==> src/rtl/snoop_responder_pkg.sv <==
// Shared types and width helpers for the last-level cache snoop responder.
// The MESI, bus-op, snoop-result and L2->L1 message encodings match the bus and L1 interfaces.
package snoop_responder_pkg;

   typedef enum logic [1:0] {
      MESI_I = 2'd0,
      MESI_S = 2'd1,
      MESI_E = 2'd2,
      MESI_M = 2'd3
   } mesi_t;

   typedef enum logic [1:0] {
      OP_READ       = 2'd0,
      OP_WRITE      = 2'd1,
      OP_INVALIDATE = 2'd2,
      OP_RWIM       = 2'd3
   } bus_op_t;

   typedef enum logic [1:0] {
      SNOOP_NOHIT = 2'd0,
      SNOOP_HIT   = 2'd1,
      SNOOP_HITM  = 2'd2,
      SNOOP_RSVD  = 2'd3
   } snoop_result_t;

   typedef enum logic [1:0] {
      MSG_NONE           = 2'd0,
      MSG_GETLINE        = 2'd1,
      MSG_INVALIDATELINE = 2'd2,
      MSG_EVICTLINE      = 2'd3
   } l2l1_msg_t;

   typedef enum logic [2:0] {
      ST_IDLE,
      ST_LOOKUP,
      ST_RESULT,
      ST_L1MSG,
      ST_WB,
      ST_UPDATE
   } resp_state_t;

   localparam int DEF_I_SIZE = 32;
   localparam int DEF_C_SIZE = 24;
   localparam int DEF_D_SIZE = 6;
   localparam int DEF_A_SIZE = 8;

   // Set-index width: capacity bits minus line-offset bits minus way-select bits.
   function automatic int idx_width(input int c_size, input int d_size, input int a_size);
      return c_size - d_size - $clog2(a_size);
   endfunction

   // Tag width: whatever address bits remain above the index and line offset.
   function automatic int tag_width(input int i_size, input int c_size, input int d_size,
                                    input int a_size);
      return i_size - idx_width(c_size, d_size, a_size) - d_size;
   endfunction

endpackage

==> src/rtl/snoop_responder_if.sv <==
// Bus-side bundle of the snoop responder: snoop handshake, tag lookup, state write,
// L1 message channel and writeback channel. 'slave' is the responder's view, 'master'
// is the view of the surrounding cache / bus environment.
interface snoop_responder_if
   import snoop_responder_pkg::*;
#(
   parameter int I_SIZE = DEF_I_SIZE,
   parameter int C_SIZE = DEF_C_SIZE,
   parameter int D_SIZE = DEF_D_SIZE,
   parameter int A_SIZE = DEF_A_SIZE
);
   localparam int IDX_W = idx_width(C_SIZE, D_SIZE, A_SIZE);
   localparam int TAG_W = tag_width(I_SIZE, C_SIZE, D_SIZE, A_SIZE);
   localparam int WAY_W = $clog2(A_SIZE);

   logic              snoop_valid;
   logic              snoop_ready;
   logic [1:0]        snoop_op;
   logic [I_SIZE-1:0] snoop_addr;
   logic              lk_req;
   logic [IDX_W-1:0]  lk_index;
   logic [TAG_W-1:0]  lk_tag;
   logic              lk_hit;
   logic [WAY_W-1:0]  lk_way;
   logic [1:0]        lk_state;
   logic              st_we;
   logic [IDX_W-1:0]  st_index;
   logic [WAY_W-1:0]  st_way;
   logic [1:0]        st_state;
   logic [1:0]        snoop_result;
   logic              result_valid;
   logic              l1_valid;
   logic [1:0]        l1_msg;
   logic              l1_ack;
   logic              wb_valid;
   logic [I_SIZE-1:0] wb_addr;
   logic              wb_ready;

   modport slave (
      input  snoop_valid, snoop_op, snoop_addr, lk_hit, lk_way, lk_state, l1_ack, wb_ready,
      output snoop_ready, lk_req, lk_index, lk_tag, st_we, st_index, st_way, st_state,
             snoop_result, result_valid, l1_valid, l1_msg, wb_valid, wb_addr
   );

   modport master (
      output snoop_valid, snoop_op, snoop_addr, lk_hit, lk_way, lk_state, l1_ack, wb_ready,
      input  snoop_ready, lk_req, lk_index, lk_tag, st_we, st_index, st_way, st_state,
             snoop_result, result_valid, l1_valid, l1_msg, wb_valid, wb_addr
   );

endinterface

==> src/rtl/snoop_responder_action_decode.sv <==
// Combinational MESI action table for a snooped bus op: from the op and the looked-up
// line state, decide the snoop result, the L1 message, whether dirty data must be
// written back, the new line state and whether that state actually needs writing.
module snoop_action_decode
   import snoop_responder_pkg::*;
(
   input  bus_op_t       op,
   input  logic          hit,
   input  mesi_t         state,
   output snoop_result_t result,
   output l2l1_msg_t     msg,
   output logic          wb,
   output mesi_t         next_state,
   output logic          update
);

   mesi_t eff_state;

   // A miss behaves exactly like an Invalid line; default is "no action, state unchanged".
   always_comb begin
      eff_state  = hit ? state : MESI_I;
      result     = SNOOP_NOHIT;
      msg        = MSG_NONE;
      wb         = 1'b0;
      next_state = eff_state;
      unique case (op)
         OP_READ: begin
            if (eff_state == MESI_M) begin
               result     = SNOOP_HITM;
               msg        = MSG_GETLINE;
               wb         = 1'b1;
               next_state = MESI_S;
            end else if (eff_state == MESI_E || eff_state == MESI_S) begin
               result     = SNOOP_HIT;
               next_state = MESI_S;
            end
         end
         OP_WRITE: begin
         end
         OP_INVALIDATE: begin
            if (eff_state == MESI_S) begin
               result     = SNOOP_HIT;
               msg        = MSG_INVALIDATELINE;
               next_state = MESI_I;
            end
         end
         OP_RWIM: begin
            if (eff_state == MESI_M) begin
               result     = SNOOP_HITM;
               msg        = MSG_EVICTLINE;
               wb         = 1'b1;
               next_state = MESI_I;
            end else if (eff_state == MESI_E || eff_state == MESI_S) begin
               result     = SNOOP_HIT;
               msg        = MSG_INVALIDATELINE;
               next_state = MESI_I;
            end
         end
         default: begin
         end
      endcase
      update = (next_state != eff_state);
   end

endmodule

==> src/rtl/snoop_responder.sv <==
// Snoop responder for the shared last-level cache. Accepts one snooped bus op at a time,
// looks up the line, reports NOHIT/HIT/HITM, then runs the L1 message, writeback and
// MESI state update the op requires.
// Optional build macro SNOOP_STATS_EN adds saturating hit_cnt / hitm_cnt outputs.
module snoop_responder
   import snoop_responder_pkg::*;
#(
   parameter int I_SIZE = DEF_I_SIZE,
   parameter int C_SIZE = DEF_C_SIZE,
   parameter int D_SIZE = DEF_D_SIZE,
   parameter int A_SIZE = DEF_A_SIZE
) (
   input  logic             clk,
   input  logic             rst_n,
`ifdef SNOOP_STATS_EN
   output logic [31:0]      hit_cnt,
   output logic [31:0]      hitm_cnt,
`endif
   snoop_responder_if.slave bus
);

   localparam int IDX_W  = idx_width(C_SIZE, D_SIZE, A_SIZE);
   localparam int TAG_W  = tag_width(I_SIZE, C_SIZE, D_SIZE, A_SIZE);
   localparam int WAY_W  = $clog2(A_SIZE);
   localparam int LINE_W = I_SIZE - D_SIZE;

   resp_state_t       state, state_next;
   bus_op_t           op_q;
   logic [LINE_W-1:0] line_q;
   logic              hit_q;
   logic [WAY_W-1:0]  way_q;
   mesi_t             mesi_q;

   snoop_result_t     dec_result;
   l2l1_msg_t         dec_msg;
   logic              dec_wb;
   mesi_t             dec_next;
   logic              dec_update;

   snoop_action_decode u_decode (
      .op         (op_q),
      .hit        (hit_q),
      .state      (mesi_q),
      .result     (dec_result),
      .msg        (dec_msg),
      .wb         (dec_wb),
      .next_state (dec_next),
      .update     (dec_update)
   );

   // State register plus the snoop and lookup captures that the later phases replay.
   always_ff @(posedge clk or negedge rst_n) begin
      if (!rst_n) begin
         state  <= ST_IDLE;
         op_q   <= OP_READ;
         line_q <= '0;
         hit_q  <= 1'b0;
         way_q  <= '0;
         mesi_q <= MESI_I;
      end else begin
         state <= state_next;
         if (state == ST_IDLE && bus.snoop_valid) begin
            op_q   <= bus_op_t'(bus.snoop_op);
            line_q <= bus.snoop_addr[I_SIZE-1:D_SIZE];
         end
         if (state == ST_LOOKUP) begin
            hit_q  <= bus.lk_hit;
            way_q  <= bus.lk_way;
            mesi_q <= mesi_t'(bus.lk_state);
         end
      end
   end

   // Next-state and output decode; optional phases are skipped when the action table needs none.
   always_comb begin
      state_next       = state;
      bus.snoop_ready  = 1'b0;
      bus.lk_req       = 1'b0;
      bus.lk_index     = '0;
      bus.lk_tag       = '0;
      bus.result_valid = 1'b0;
      bus.snoop_result = SNOOP_NOHIT;
      bus.l1_valid     = 1'b0;
      bus.l1_msg       = MSG_NONE;
      bus.wb_valid     = 1'b0;
      bus.wb_addr      = '0;
      bus.st_we        = 1'b0;
      bus.st_index     = '0;
      bus.st_way       = '0;
      bus.st_state     = MESI_I;
      unique case (state)
         ST_IDLE: begin
            bus.snoop_ready = 1'b1;
            if (bus.snoop_valid) state_next = ST_LOOKUP;
         end
         ST_LOOKUP: begin
            bus.lk_req   = 1'b1;
            bus.lk_index = line_q[IDX_W-1:0];
            bus.lk_tag   = line_q[LINE_W-1 -: TAG_W];
            state_next   = ST_RESULT;
         end
         ST_RESULT: begin
            bus.result_valid = 1'b1;
            bus.snoop_result = dec_result;
            if (dec_msg != MSG_NONE) state_next = ST_L1MSG;
            else if (dec_wb)         state_next = ST_WB;
            else if (dec_update)     state_next = ST_UPDATE;
            else                     state_next = ST_IDLE;
         end
         ST_L1MSG: begin
            bus.l1_valid = 1'b1;
            bus.l1_msg   = dec_msg;
            if (bus.l1_ack) begin
               if (dec_wb)          state_next = ST_WB;
               else if (dec_update) state_next = ST_UPDATE;
               else                 state_next = ST_IDLE;
            end
         end
         ST_WB: begin
            bus.wb_valid = 1'b1;
            bus.wb_addr  = {line_q, {D_SIZE{1'b0}}};
            if (bus.wb_ready) state_next = dec_update ? ST_UPDATE : ST_IDLE;
         end
         ST_UPDATE: begin
            bus.st_we    = 1'b1;
            bus.st_index = line_q[IDX_W-1:0];
            bus.st_way   = way_q;
            bus.st_state = dec_next;
            state_next   = ST_IDLE;
         end
         default: state_next = ST_IDLE;
      endcase
   end

`ifdef SNOOP_STATS_EN
   // Saturating HIT / HITM counters, bumped once per snoop in the result cycle.
   always_ff @(posedge clk or negedge rst_n) begin
      if (!rst_n) begin
         hit_cnt  <= '0;
         hitm_cnt <= '0;
      end else if (state == ST_RESULT) begin
         if (dec_result == SNOOP_HIT && hit_cnt != '1)   hit_cnt  <= hit_cnt + 32'd1;
         if (dec_result == SNOOP_HITM && hitm_cnt != '1) hitm_cnt <= hitm_cnt + 32'd1;
      end
   end
`endif

endmodule

==> src/flat_wrapper.sv <==
// flat-port wrapper written by rule: the top's interface ports become plain ports
module snoop_responder_flat import snoop_responder_pkg::*;
#(
   parameter int I_SIZE = DEF_I_SIZE,
   parameter int C_SIZE = DEF_C_SIZE,
   parameter int D_SIZE = DEF_D_SIZE,
   parameter int A_SIZE = DEF_A_SIZE
)
  (clk, rst_n, bus_snoop_valid, bus_snoop_op, bus_snoop_addr, bus_lk_hit, bus_lk_way, bus_lk_state, bus_l1_ack, bus_wb_ready, bus_snoop_ready, bus_lk_req, bus_lk_index, bus_lk_tag, bus_st_we, bus_st_index, bus_st_way, bus_st_state, bus_snoop_result, bus_result_valid, bus_l1_valid, bus_l1_msg, bus_wb_valid, bus_wb_addr);
  snoop_responder_if #(.I_SIZE(I_SIZE), .C_SIZE(C_SIZE), .D_SIZE(D_SIZE), .A_SIZE(A_SIZE)) bus_i ();
  input  logic clk;
  input  logic rst_n;
  input wire logic [$bits(bus_i.snoop_valid)-1:0] bus_snoop_valid;
  input wire logic [$bits(bus_i.snoop_op)-1:0] bus_snoop_op;
  input wire logic [$bits(bus_i.snoop_addr)-1:0] bus_snoop_addr;
  input wire logic [$bits(bus_i.lk_hit)-1:0] bus_lk_hit;
  input wire logic [$bits(bus_i.lk_way)-1:0] bus_lk_way;
  input wire logic [$bits(bus_i.lk_state)-1:0] bus_lk_state;
  input wire logic [$bits(bus_i.l1_ack)-1:0] bus_l1_ack;
  input wire logic [$bits(bus_i.wb_ready)-1:0] bus_wb_ready;
  output wire logic [$bits(bus_i.snoop_ready)-1:0] bus_snoop_ready;
  output wire logic [$bits(bus_i.lk_req)-1:0] bus_lk_req;
  output wire logic [$bits(bus_i.lk_index)-1:0] bus_lk_index;
  output wire logic [$bits(bus_i.lk_tag)-1:0] bus_lk_tag;
  output wire logic [$bits(bus_i.st_we)-1:0] bus_st_we;
  output wire logic [$bits(bus_i.st_index)-1:0] bus_st_index;
  output wire logic [$bits(bus_i.st_way)-1:0] bus_st_way;
  output wire logic [$bits(bus_i.st_state)-1:0] bus_st_state;
  output wire logic [$bits(bus_i.snoop_result)-1:0] bus_snoop_result;
  output wire logic [$bits(bus_i.result_valid)-1:0] bus_result_valid;
  output wire logic [$bits(bus_i.l1_valid)-1:0] bus_l1_valid;
  output wire logic [$bits(bus_i.l1_msg)-1:0] bus_l1_msg;
  output wire logic [$bits(bus_i.wb_valid)-1:0] bus_wb_valid;
  output wire logic [$bits(bus_i.wb_addr)-1:0] bus_wb_addr;
  assign bus_i.snoop_valid = bus_snoop_valid;
  assign bus_i.snoop_op = bus_snoop_op;
  assign bus_i.snoop_addr = bus_snoop_addr;
  assign bus_i.lk_hit = bus_lk_hit;
  assign bus_i.lk_way = bus_lk_way;
  assign bus_i.lk_state = bus_lk_state;
  assign bus_i.l1_ack = bus_l1_ack;
  assign bus_i.wb_ready = bus_wb_ready;
  assign bus_snoop_ready = bus_i.snoop_ready;
  assign bus_lk_req = bus_i.lk_req;
  assign bus_lk_index = bus_i.lk_index;
  assign bus_lk_tag = bus_i.lk_tag;
  assign bus_st_we = bus_i.st_we;
  assign bus_st_index = bus_i.st_index;
  assign bus_st_way = bus_i.st_way;
  assign bus_st_state = bus_i.st_state;
  assign bus_snoop_result = bus_i.snoop_result;
  assign bus_result_valid = bus_i.result_valid;
  assign bus_l1_valid = bus_i.l1_valid;
  assign bus_l1_msg = bus_i.l1_msg;
  assign bus_wb_valid = bus_i.wb_valid;
  assign bus_wb_addr = bus_i.wb_addr;
  snoop_responder #(.I_SIZE(I_SIZE), .C_SIZE(C_SIZE), .D_SIZE(D_SIZE), .A_SIZE(A_SIZE)) u_core (.clk(clk), .rst_n(rst_n), .bus(bus_i));
endmodule
==> config.mk <==
export PLATFORM = sky130hd
export DESIGN_NAME = snoop_responder_flat
export DESIGN_NICKNAME = d
export VERILOG_FILES = /design/src/rtl/snoop_responder_pkg.sv /design/src/rtl/snoop_responder_if.sv /design/src/rtl/snoop_responder_action_decode.sv /design/src/rtl/snoop_responder.sv /design/src/flat_wrapper.sv
export SDC_FILE = /design/constraint.sdc
export NUM_CORES = 1
export LEC_CHECK = 0
export CORE_ASPECT_RATIO = 1.25
export CORE_UTILIZATION = 43
export CTS_BUF_LIST = sky130_fd_sc_hd__clkbuf_8
export DETAILED_ROUTE_END_ITERATION = 6
export GPL_TIMING_DRIVEN = 1
export PLACE_DENSITY = 0.86
export SYNTH_ARGS = -nofsm -noshare
export SYNTH_HDL_FRONTEND = slang
export SYNTH_SLANG_ARGS = --single-unit
export TNS_END_PERCENT = 50
==> constraint.sdc <==
create_clock -name clk -period 4.8 [get_ports clk]
set_input_delay 1.44 -clock clk [delete_from_list [all_inputs] [get_ports clk]]
set_output_delay 1.44 -clock clk [all_outputs]
set_load 0.02 [all_outputs]
# After elaboration in Yosys (flattened, before gate mapping)
# Cells that the tools add are included.
[op_classes]
eq_ne = 14
muxes = 39
reduce_logical = 7
[ops]
columns = ["operator", "count"]
rows = [
  ["two-way mux 32 bit", 1],
  ["two-way mux 15 bit", 2],
  ["two-way mux 2 bit", 13],
  ["two-way mux 3 bit", 7],
  ["one-hot mux 3 bit (5 select lines)", 1],
  ["one-hot mux 2 bit (3 select lines)", 2],
  ["two-way mux 1 bit", 11],
  ["two-way mux 11 bit", 1],
  ["equality test 2 bit, second input constant", 4],
  ["equality test 3 x 2 -> 1 bit, second input constant", 2],
  ["equality test 3 bit, second input constant", 2],
  ["!= test 2 bit, second input constant", 3],
  ["one-hot mux 2 bit (2 select lines)", 1],
  ["equality test 3 x 1 -> 1 bit, second input constant", 1],
  ["zero test 3 bit", 1],
  ["AND reduction 3 bit", 1],
  ["equality test 2 x 1 -> 1 bit, second input constant", 1],
  ["zero test 2 bit", 1],
  ["!= test 2 bit", 1],
  ["nonzero test 2 bit", 1],
  ["OR reduction 2 bit", 1],
  ["logical AND 1 bit", 1],
  ["logical OR 1 bit", 1],
]
[totals]
word_cells = 66
register_bits = 37

# Longest topological paths before layout
[depth]
depth_word = 11
mapped_depth = 8

# Hierarchy
# Synthesis repeated with hierarchy kept, for this count alone.
[hier_totals]
hier_cells = 236
hier_area_um2 = 2483.6
[modules_own_cells]
columns = ["mod", "seq_area_each_um2", "area_per_inst_um2", "cells_per_inst", "n_inst"]
rows = [
  ["snoop_responder", 925.9, 2208.4, 198, 1],
  ["snoop_action_decode", 0.0, 275.3, 38, 1],
]

# Worst setup path after synthesis
# Ideal clock, no wire load.
[synth_path]
path_type = "register -> output"
from = "register u_core.state[0]"
to = "output port bus_snoop_result[0]"
path_stages_with_launch = 5
arrival_ns = 1.559
slack_ns = 1.801
cell_sequence = "dfrtp_1 buf_4 nor3_1 nand2b_1 a21oi_1"
[synth_via]
elab_chain_cells = 2
[synth_rtl]
columns = ["element", "line", "text"]
rows = [
  ["start: declaration", "snoop_responder.sv:27", "resp_state_t state, state_next;"],
  ["start signal: assignment", "snoop_responder.sv:61", "state <= state_next;"],
  ["equality test 3 x 2 -> 1 bit", "snoop_responder.sv:91", "unique case (state)"],
  ["two-way mux 2 bit", "snoop_responder.sv:91", ""],
  ["end: declaration", "flat_wrapper.sv:29", "output wire logic [$bits(bus_i.snoop_result)-1:0] bus_snoop_result;"],
]
# No other way between the ends.

# Final worst setup path
[layout_path]
from = "register u_core.state[2]"
to = "output port bus_lk_tag[10]"
[layout_via]
elab_chain_cells = 2
[layout_rtl]
columns = ["element", "line", "text"]
rows = [
  ["equality test 3 x 1 -> 1 bit", "snoop_responder.sv:91", ""],
  ["two-way mux 11 bit", "snoop_responder.sv:91", ""],
  ["end: declaration", "flat_wrapper.sv:24", "output wire logic [$bits(bus_i.lk_tag)-1:0] bus_lk_tag;"],
]
# No other way between the ends.

==> results.md <==
* Sw power at 0.000845 W
* RSZ-0062 raised after global routing: no
* Postcts setup bufs at 0
* Multi-input logic area at 1250 um2
* Synth cell types at 37
* Nature of the critical path startpoint: flip-flop
* Worst skew pair latency at 280 ps
* CP Capture Type: primary output
* CTS root buf: clkbuf_8
* Hold Path Cell Cnt at 1
* Top cells by area, synth: dfrtp_1, and2_1, mux2_2
* Leakage at 1.52 nW
* Seq/Total Area, Yosys at 39.6%
* CTS Hold Bufs at 0
* Share of cells above drive strength 1 at 13.9%
* Combinational power share at 58.6%
* Min cycle time layout at 3980 ps
* R2R setup slack at 2820 ps
* P&R area growth vs syn at 54.6%
* R2R depth at 4
* Gr usage total at 21.7%
* Total of max-cap violations at 0
* Setup violation total in the final timing report at 0
* FFs w/ async S/R, synth at 100%
* Hold path startpoint: u_core.way_q[1]
* Antenna Cells at 0
* Syn Std Cell Area at 2340 um2
* Yosys Warn Count at 0
* Dpl cell area at 3500 um2
* Grt ovf at 0
* RR Endpoint: u_core.mesi_q[0]
* Syn avg cell area at 10.1 um2
* Worst-path clk slew at 70 ps
* Drt total wl at 5830 um
* Final Core Density at 70.2%
* Worst-margin pin slew at 828 ps
* Vias in the first global route at 2032
* Most frequent cells in the layout: clkdlybuf4s50_1, and2_1, dfrtp_1
* Status: finished, final reports clean
* Die X at 68.0 um
* Routed vias/inst at 4.91
* Storage element area at 926 um2
* Bufs on Longest Clock Path at 2
* Final #Nets at 397
* CTS tree: built
* Max FO, Critical Path at 19
* Worst EP arrival at 2540 ps
* Wire per inst at 14.3 um
* Worst Hold End: u_core.way_q[1]
* Sequential share of power at 28.7%
* Residual DRC at 0
* ANT nets after route at 0
* Non-Filler Instances at 408
* Hold_ws at 506 ps
* CTS buffer count at 5
* Worst r2r src: u_core.state[2]
* Placer Congestion at 0.827
* Clock power share at 12.7%
* Detailed Place HPWL at 4400 um
* Initial Utilization at 45.4%
* Final Hold Vio Count at 0
* Die height at 84.5 um
* Syn Inst Count at 231
* Total power divided by cell area at 591 nW/um2
* Worst rel slew slack at 44.8%
* Peak VDD IR at 0.000302 V
* Largest net degree at the start of global routing at 38
* Std-Cell Rows at 29
* Placed Cells at 400
* Sw Ratio at 39.6%
* Post-route design area at 3610 um2
* Post-synth EDFFs at 0
* Period utilization at 83.0%
* Slew Limit Fails at 0
* Hold WC Path Type: reg2reg
* Pint at 0.00129 W
* Clk sink count at 37
* WP data required at 3360 ps
* FMAX at 251 MHz
* Share of the synthesized area in the top cell type at 39.6%
* Via count at 2002
* Initial DRC count at 92
* Clock skew at 6.91 ps
* Max H-tree Level at 2
* Fillers at 428
* Primary FF master, synth: dfrtp_1
* PostCTS Resize Cnt at 0
* Drt first pass iters at 4
* Port Buf Inserts at 120
* Die ar. at 5740 um2
* Post-synth top area cell: dfrtp_1
* Global-route wire length before repair at 9580 um
* Initial antenna violation count at 0
* Num ports at 133
* Most common cell after layout, fill and taps aside: clkdlybuf4s50_1
* TNS Setup at 0 ps
* WS Path Type: reg2out
* Synth Register Bits at 37
* Core area at 5150 um2
==> metrics by stage <==
stage | setup WS (ps) | power (W)
3_5_place_dp | 1090 | 0.00188
6_report | 818 | 0.00213
4_1_cts | 782 | 0.00215
3_3_place_gp | 1160 | 0.00184
5_1_grt | 621 | 0.00229
2_1_floorplan | 1800 | 0.00144
==> critical path, stage by stage (launching register included) <==
cell	delay, ps
dfrtp_1	460
inv_1	150
and3_1	570
buf_4	320
and2_1	160
clkdlybuf4s50_1	600
==> synth_stat cells (all sizes together) (2+ instances only) <==
master,count
nor3,5
and3,3
o22ai,2
nor2,6
a21oi,6
buf,14
nand2b,4
and2,71
o21ai,5
a211oi,2
clkbuf,6
inv,9
mux2,32
nand2,9
ha,7
dfrtp,37
==> layout make-up <==
| type | instances | share of cell area, % |
|---|---|---|
| Clock inverter | 2 | 0.935 |
| Timing Repair Buffer | 122 | 33.5 |
| Clock buffer | 6 | 2.28 |
| Multi-Input combinational cell | 170 | 34.6 |
| Tap cell | 62 | 2.15 |
| Sequential cell | 37 | 25.6 |
| Inverter | 9 | 0.935 |
==> registers in the layout, summed over array words and instances, names as in the netlist <==
name	count
u_core.line_q	26
u_core.state	3
u_core.way_q	3
u_core.mesi_q	2
u_core.op_q	2
u_core.hit_q	1
==> kinds of logic after synthesis <==
kind of cell               Yosys count  synth area share (%)
muxes                               32                  15.9
AOI/OAI and AO/OA                   23                  6.74
DFF                                 37                  39.6
and+or+nand+nor                    102                  26.1
other                                1                 0.160
adders and majority gates            7                  3.75
buffers and inverters               29                  7.76
==> layer usage <==
layer	part of all wire, %	vias up	global-route usage, %
met5	0	-	0
met2	52	73	37.6
met3	7.5	7	6.79
met1	39	950	25.0
li1	-	972	-
met4	1.2	0	5.68
==> power groups by stage <==
stage | sequential (W) | combinational (W) | clock [W]
global placement | 0.000605 | 0.00123 | 0
global route | 0.000644 | 0.00135 | 0.000292
detailed placement | 0.000617 | 0.00126 | 0
CTS | 0.000613 | 0.00126 | 0.000277
finish | 0.000612 | 0.00125 | 0.000271
floorplan | 0.000561 | 0.000876 | 0
==> worst max path at each step <==
stage,startpoint,to,cells past startpoint
3_5_place_dp,u_core.state[2],bus_lk_tag[10],5
2_1_floorplan,u_core.state[0],bus_snoop_result[0],4
5_1_grt,u_core.state[2],bus_lk_tag[10],5
3_3_place_gp,u_core.state[2],bus_lk_index[5],5
6_report,u_core.state[2],bus_lk_tag[10],5
4_1_cts,u_core.state[2],bus_lk_tag[10],5
Note: power is estimated with default switching activity, not from simulation.
